===== src/rtl/rom_mac_pkg.sv =====
// Shared types and constants for the ROM-multiplier dot-product sequencer.
//   state_t   : sequencer FSM states
//   pack_addr : forms the ROM address {a, b} from an operand pair
package rom_mac_pkg;

  localparam int unsigned OPERAND_W  = 4;
  localparam int unsigned ROM_ADDR_W = 8;
  localparam int unsigned ROM_DATA_W = 8;

  typedef enum logic [2:0] {
    IDLE    = 3'd0,
    COLLECT = 3'd1,
    LOOKUP  = 3'd2,
    ACCUM   = 3'd3,
    DONE    = 3'd4
  } state_t;

  // Multiplicand in the high nibble, multiplier in the low nibble.
  function automatic logic [ROM_ADDR_W-1:0] pack_addr(
    input logic [OPERAND_W-1:0] a,
    input logic [OPERAND_W-1:0] b
  );
    return {a, b};
  endfunction

endpackage


===== src/rtl/rom_mac_sequencer.sv =====
// Dot-product sequencer driving an external ROM multiplier.
// Takes N_TERMS operand pairs on a valid/ready stream, looks up each product
// in the ROM (one-cycle registered latency), accumulates and presents the sum.
//   clk, Reset          : clock, synchronous active-high reset
//   Start               : begin a new dot product (IDLE only)
//   In_Valid/In_Ready   : operand pair handshake, In_A/In_B operands
//   Rom_Enable/Address  : registered ROM request
//   Rom_Data            : ROM product, valid the cycle after the enabled edge
//   Out_Valid/Out_Ready : sum handshake, Out_Sum is the accumulator
//   Busy                : sequencer not in IDLE
module rom_mac_sequencer
  import rom_mac_pkg::*;
#(
  parameter int unsigned N_TERMS = 4,
  parameter int unsigned ACC_W   = 12
) (
  input  logic                  clk,
  input  logic                  Reset,
  input  logic                  Start,
  input  logic                  In_Valid,
  output logic                  In_Ready,
  input  logic [OPERAND_W-1:0]  In_A,
  input  logic [OPERAND_W-1:0]  In_B,
  output logic                  Rom_Enable,
  output logic [ROM_ADDR_W-1:0] Rom_Address,
  input  logic [ROM_DATA_W-1:0] Rom_Data,
  output logic                  Out_Valid,
  input  logic                  Out_Ready,
  output logic [ACC_W-1:0]      Out_Sum,
  output logic                  Busy
);

  localparam int unsigned CNT_W = (N_TERMS > 1) ? $clog2(N_TERMS) : 1;
  localparam logic [CNT_W-1:0] LAST_CNT = CNT_W'(N_TERMS - 1);

  // Parameter legality, caught at elaboration.
  if (N_TERMS == 0 || N_TERMS > 16) begin : g_bad_terms
    $error("rom_mac_sequencer: N_TERMS must be in 1..16");
  end
  if (ACC_W < ROM_DATA_W + $clog2(N_TERMS)) begin : g_bad_acc
    $error("rom_mac_sequencer: ACC_W too narrow for N_TERMS products");
  end

  state_t                  state_q, state_d;
  logic [CNT_W-1:0]        cnt_q;
  logic [ACC_W-1:0]        acc_q;
  logic [ROM_ADDR_W-1:0]   rom_addr_q;
  logic                    rom_en_q, rom_en_d;
  logic                    in_ready_q, in_ready_d;
  logic                    out_valid_q, out_valid_d;
  logic                    busy_q, busy_d;
  logic                    in_fire;

  assign in_fire = In_Valid && in_ready_q;

  // State register.
  always_ff @(posedge clk) begin
    if (Reset) state_q <= IDLE;
    else       state_q <= state_d;
  end

  // Next-state logic.
  always_comb begin
    state_d = state_q;
    case (state_q)
      IDLE:    if (Start) state_d = COLLECT;
      COLLECT: if (in_fire) state_d = LOOKUP;
      LOOKUP:  state_d = ACCUM;
      ACCUM:   state_d = (cnt_q == LAST_CNT) ? DONE : COLLECT;
      DONE:    if (Out_Ready) state_d = IDLE;
      default: state_d = IDLE;
    endcase
  end

  // Output decode from the next state so every control output is a flop.
  always_comb begin
    in_ready_d  = 1'b0;
    out_valid_d = 1'b0;
    rom_en_d    = 1'b0;
    busy_d      = 1'b0;
    in_ready_d  = (state_d == COLLECT);
    out_valid_d = (state_d == DONE);
    rom_en_d    = (state_d == LOOKUP);
    busy_d      = (state_d != IDLE);
  end

  // Registered control outputs.
  always_ff @(posedge clk) begin
    if (Reset) begin
      in_ready_q  <= 1'b0;
      out_valid_q <= 1'b0;
      rom_en_q    <= 1'b0;
      busy_q      <= 1'b0;
    end else begin
      in_ready_q  <= in_ready_d;
      out_valid_q <= out_valid_d;
      rom_en_q    <= rom_en_d;
      busy_q      <= busy_d;
    end
  end

  // Datapath: address capture, term counter and accumulator.
  always_ff @(posedge clk) begin
    if (Reset) begin
      rom_addr_q <= '0;
      cnt_q      <= '0;
      acc_q      <= '0;
    end else begin
      if (state_q == IDLE && Start) begin
        cnt_q <= '0;
        acc_q <= '0;
      end
      if (state_q == COLLECT && in_fire) begin
        rom_addr_q <= pack_addr(In_A, In_B);
      end
      // Rom_Data carries the product latched at the end of LOOKUP.
      if (state_q == ACCUM) begin
        acc_q <= acc_q + ACC_W'(Rom_Data);
        if (cnt_q != LAST_CNT) cnt_q <= cnt_q + CNT_W'(1);
      end
    end
  end

  assign In_Ready    = in_ready_q;
  assign Out_Valid   = out_valid_q;
  assign Rom_Enable  = rom_en_q;
  assign Rom_Address = rom_addr_q;
  assign Busy        = busy_q;
  assign Out_Sum     = acc_q;

endmodule

===== config.mk =====
export PLATFORM = sky130hd
export DESIGN_NAME = rom_mac_sequencer
export DESIGN_NICKNAME = d
export VERILOG_FILES = /design/src/rtl/rom_mac_pkg.sv /design/src/rtl/rom_mac_sequencer.sv
export SDC_FILE = /design/constraint.sdc
export NUM_CORES = 1
export LEC_CHECK = 0
export BUFFER_PORTS_ARGS = -buffer_cell sky130_fd_sc_hd__buf_2
export CORE_MARGIN = 10
export CORE_UTILIZATION = 50
export CTS_CLUSTER_DIAMETER = 30
export DETAILED_ROUTE_END_ITERATION = 8
export PLACE_DENSITY = 0.84
export SLEW_MARGIN = 5
export SYNTH_ARGS = -nofsm -noshare
export SYNTH_HDL_FRONTEND = slang
export SYNTH_SLANG_ARGS = --single-unit

===== constraint.sdc =====
create_clock -name clk -period 2.7 [get_ports clk]
set_clock_uncertainty 0.2 [all_clocks]
set_input_delay 0.54 -clock clk [delete_from_list [all_inputs] [get_ports clk]]
set_output_delay 0.54 -clock clk [all_outputs]
set_load 0.005 [all_outputs]

==> metrics.md <==
| Metric | Value |
|---|---|
| Crit path buffers/inverters | 0 |
| Tcrit/Tclk final | 79.8% |
| Drt pass-1 iters | 4 |
| Post-synthesis sequential area ratio | between 30% and 40% |
| Cts bufs inserted | 5 |
| Worst-path maximum fanout | 3 |
| Xor/xnor cell area share of the yosys netlist | about 2.8% |
| Num ports | 45 |
| Crit path largest cell delay | ~0.44 ns |
| Most frequent cells in the layout | buf_2 (44), dfxtp_1 (29), nor2_1 (21), a21oi_1 (16), nand2_1 (11) |
| Synthesized Nets | roughly 200 |
| H-tree lvl count | 2 |
| Number of global-route vias before repair | between 1000 and 1500 |
| WL met2 | ~1.7 mm |
| Reg-to-Reg End | Out_Sum[8] |
| DR vias/cell | approximately 5.5 |
| Worst Hold End | Rom_Address[1] |
| DRT Wirelength | ~3.6 mm |
| Status | complete, no violations |
| Starting Density | 51.4% |
| Port Buffers | between 40 and 50 |
| Worst Path Required | 2.76 ns |
| Area growth, synth to finish | 18.4% |
| FP Rows | 20 |
| Metal3 WL | 229 um |
| Mux cell area share after synthesis | under 10% |
| GPL Wtd Cong | about 0.88 |
| CTS max path bufs | 2 |
| Skew-Pair Late Insertion Delay | between 0.3 and 0.4 ns |
| Lkg Pwr | ~0.00082 uW |
| Worst slew pin tran | ~0.55 ns |
| Setup tns final | 0 ns |
| Asr flop ratio synth | 0% |
| Met1 WL | 1.65 mm |
| First-pass GRT wire length | a little over 6 mm |
| FMAX | around 460 MHz |
| Max Slew Vio Count | 0 |
| Top FF cell, synth | dfxtp_1 |
| FF-to-FF path depth | 7 |
| Crit path DAT | between 2 and 2.5 ns |
| MaxCap Viol Count | 0 |
| CTS Sinks | 29 |
| Routed Antenna Nets | 0 |
| Hold_sp | In_B[1] |
| Largest family of logic cells by synthesized area | simple AND/OR/NAND/NOR gates |
| Reg-to-Reg Start | Out_Sum[0] |
| Relative slew slack | between 60 and 70% |
| Worst VDD drop | 0.000315 V |
| Starting DRT DRC Count | ~100 |
| Min Hold Slack | 0.235 ns |
| FF+latch count, synth | 29 |
| Hold buffer count at cts | 0 |
| Critical path class | reg2reg |
| Clock transition at path regs | roughly 0.10 ns |
| Minimum clock period after layout | 2.16 ns |
| Post-CTS Resized | 0 |
| Delay-heaviest family, CP | compound AO/OA/AOI/OAI gates |
| Die Ht | 75.5 um |
| Detailed placement HPWL | around 2.8 mm |
| Fraction of layout cells with a size suffix above 1 | around 29% |
| Cell Pwr Density | about 440 nW/um^2 |
| Crit-path cells | ha_1 > fa_1 > a211oi_1 > o211ai_2 > nand2_2 > nand3_1 > a21oi_1 |
| Final hold viol count | 0 |
| Clock tree from TritonCTS | done |
| Syn Inst Count | 171 |
| Worst Hold Class | in2reg |
| Simple-gate share of the synthesized area | approximately 23% |
| Total die area | 5710 um^2 |
| Library cells used by synthesis | 45 |
| Via count | between 1000 and 1500 |
| Most common cell after layout, fill and taps aside | buf_2 |
| ANT cells | 0 |
| Slowest cell on the critical path | fa_1 |
| Gr usage total | 14.2% |
| Die X | between 70 and 80 um |
| Worst hold path depth | 3 |
| Levels on crit path | 7 |
| CP startpoint kind | flop |
| Root Driver | clkbuf_4 |
| Remaining Overflow, GRT | 0 |
| Core box area | about 3000 um^2 |
| Synth Area in Compound Gates | approximately 18% |
| Reg2Reg Setup Slack | 0.54 ns |
| Final setup viols | 0 |
| Pin count of the biggest net entering global routing | 31 |
| # nets final | 246 |
| Mapped Area | 1540 um^2 |
| Post-synthesis adder-cell area fraction | under 10% |
| Setup Fix Bufs, Post-CTS | 0 |
| Endpoint class of the critical path | flop |
| Top Metal Used | met4 |
| RSZ-0062 raised after global routing | no |
| Syn avg cell area | between 9 and 10 um^2 |
| DRC violations left | 0 |
| Routed len/inst | around 15 um |
| Number of flops mapped to enable cells by yosys | 0 |
| Initial antenna violation count | 0 |
| Synth warn | 0 |
-- per-stage QoR --
stage	instance area (um^2)	setup WS (ns)	instances	total power [uW]	utilization, %
floorplan	1540	0.505	171	513	-
global placement	1770	0.291	241	543	58.8
detailed placement	1770	0.227	241	546	58.8
CTS	1830	0.555	249	813	60.8
global route	1830	0.438	249	848	60.8
finish	1830	0.544	249	802	60.8
-- layer usage --
| metal | GRT usage, % | vias to the layer above |
|---|---|---|
| met5 | 0 | - |
| met4 | 5.15 | 0 |
| met3 | 6.12 | 4 |
| met2 | 21.4 | 43 |
| met1 | 17.4 | 626 |
| li1 | - | 706 |
-- synthesized netlist by cell type, drive strengths merged (2+ instances only) --
library cell / instances / share of area [%]
xor2: 4 / 2.3
nand4: 2 / 0.81
inv: 3 / 0.73
mux2: 2 / 1.5
a21o: 2 / 0.97
a22oi: 4 / 1.9
nor2: 22 / 5.5
a211oi: 2 / 0.97
a21oi: 18 / 6.3
dfxtp: 29 / 38
nor4b: 2 / 1.5
nand2: 12 / 3.1
clkbuf: 3 / 0.73
o21ai: 5 / 1.6
buf: 6 / 2.7
ha: 9 / 7.3
nor3b: 2 / 0.97
or3: 3 / 1.2
nand2b: 2 / 0.81
nand3: 10 / 3.2
nand3b: 3 / 2.3
o211ai: 5 / 2.8
mux2i: 8 / 5.2
-- power breakdown --
group          internal, uW  switching, uW
registers               437           10.2
clock network           100            165
logic                  39.3           50.0
-- cell families (layout without fill, tap and decap cells) --
| kind of cell | Yosys count | count (layout) |
|---|---|---|
| AOI/OAI and AO/OA | 41 | 41 |
| xor gates and xnor gates | 5 | 5 |
| muxes | 10 | 10 |
| and+or+nand+nor | 64 | 64 |
| DFF | 29 | 29 |
| buffers and inverters | 12 | 57 |
| adders and majority gates | 10 | 10 |
-- worst max path at each step --
stage | from | to
after CTS | Out_Sum[0] | Out_Sum[8]
after global placement | Rom_Data[0] | Out_Sum[6]
after global routing | Out_Sum[0] | Out_Sum[6]
after floorplan | Rom_Data[0] | Out_Sum[6]
after detailed placement | Rom_Data[0] | Out_Sum[10]
final | Out_Sum[0] | Out_Sum[8]
-- area by class of cell --
type / instances / area, um^2
clock buffer: 5 / 37.5
tap: 33 / 41.3
clock inverter: 3 / 22.5
sequential: 29 / 581
timing repair buffer: 46 / 235
fill: 284 / 1180
inverter: 3 / 11.3
multi-input combinational: 130 / 898
-- registers in the layout, summed over array words and instances, names as in the netlist --
signal	count
Busy	1
In_Ready	1
Out_Sum	12
Out_Valid	1
Rom_Address	8
Rom_Enable	1
cnt_q	2
state_q	3
-- tightest hold or removal path, cell delays in order --
cell,delay [ns]
buf_2,0.07
mux2i_1,0.05
nor2_1,0.07
(Power assumes the default switching activity.)
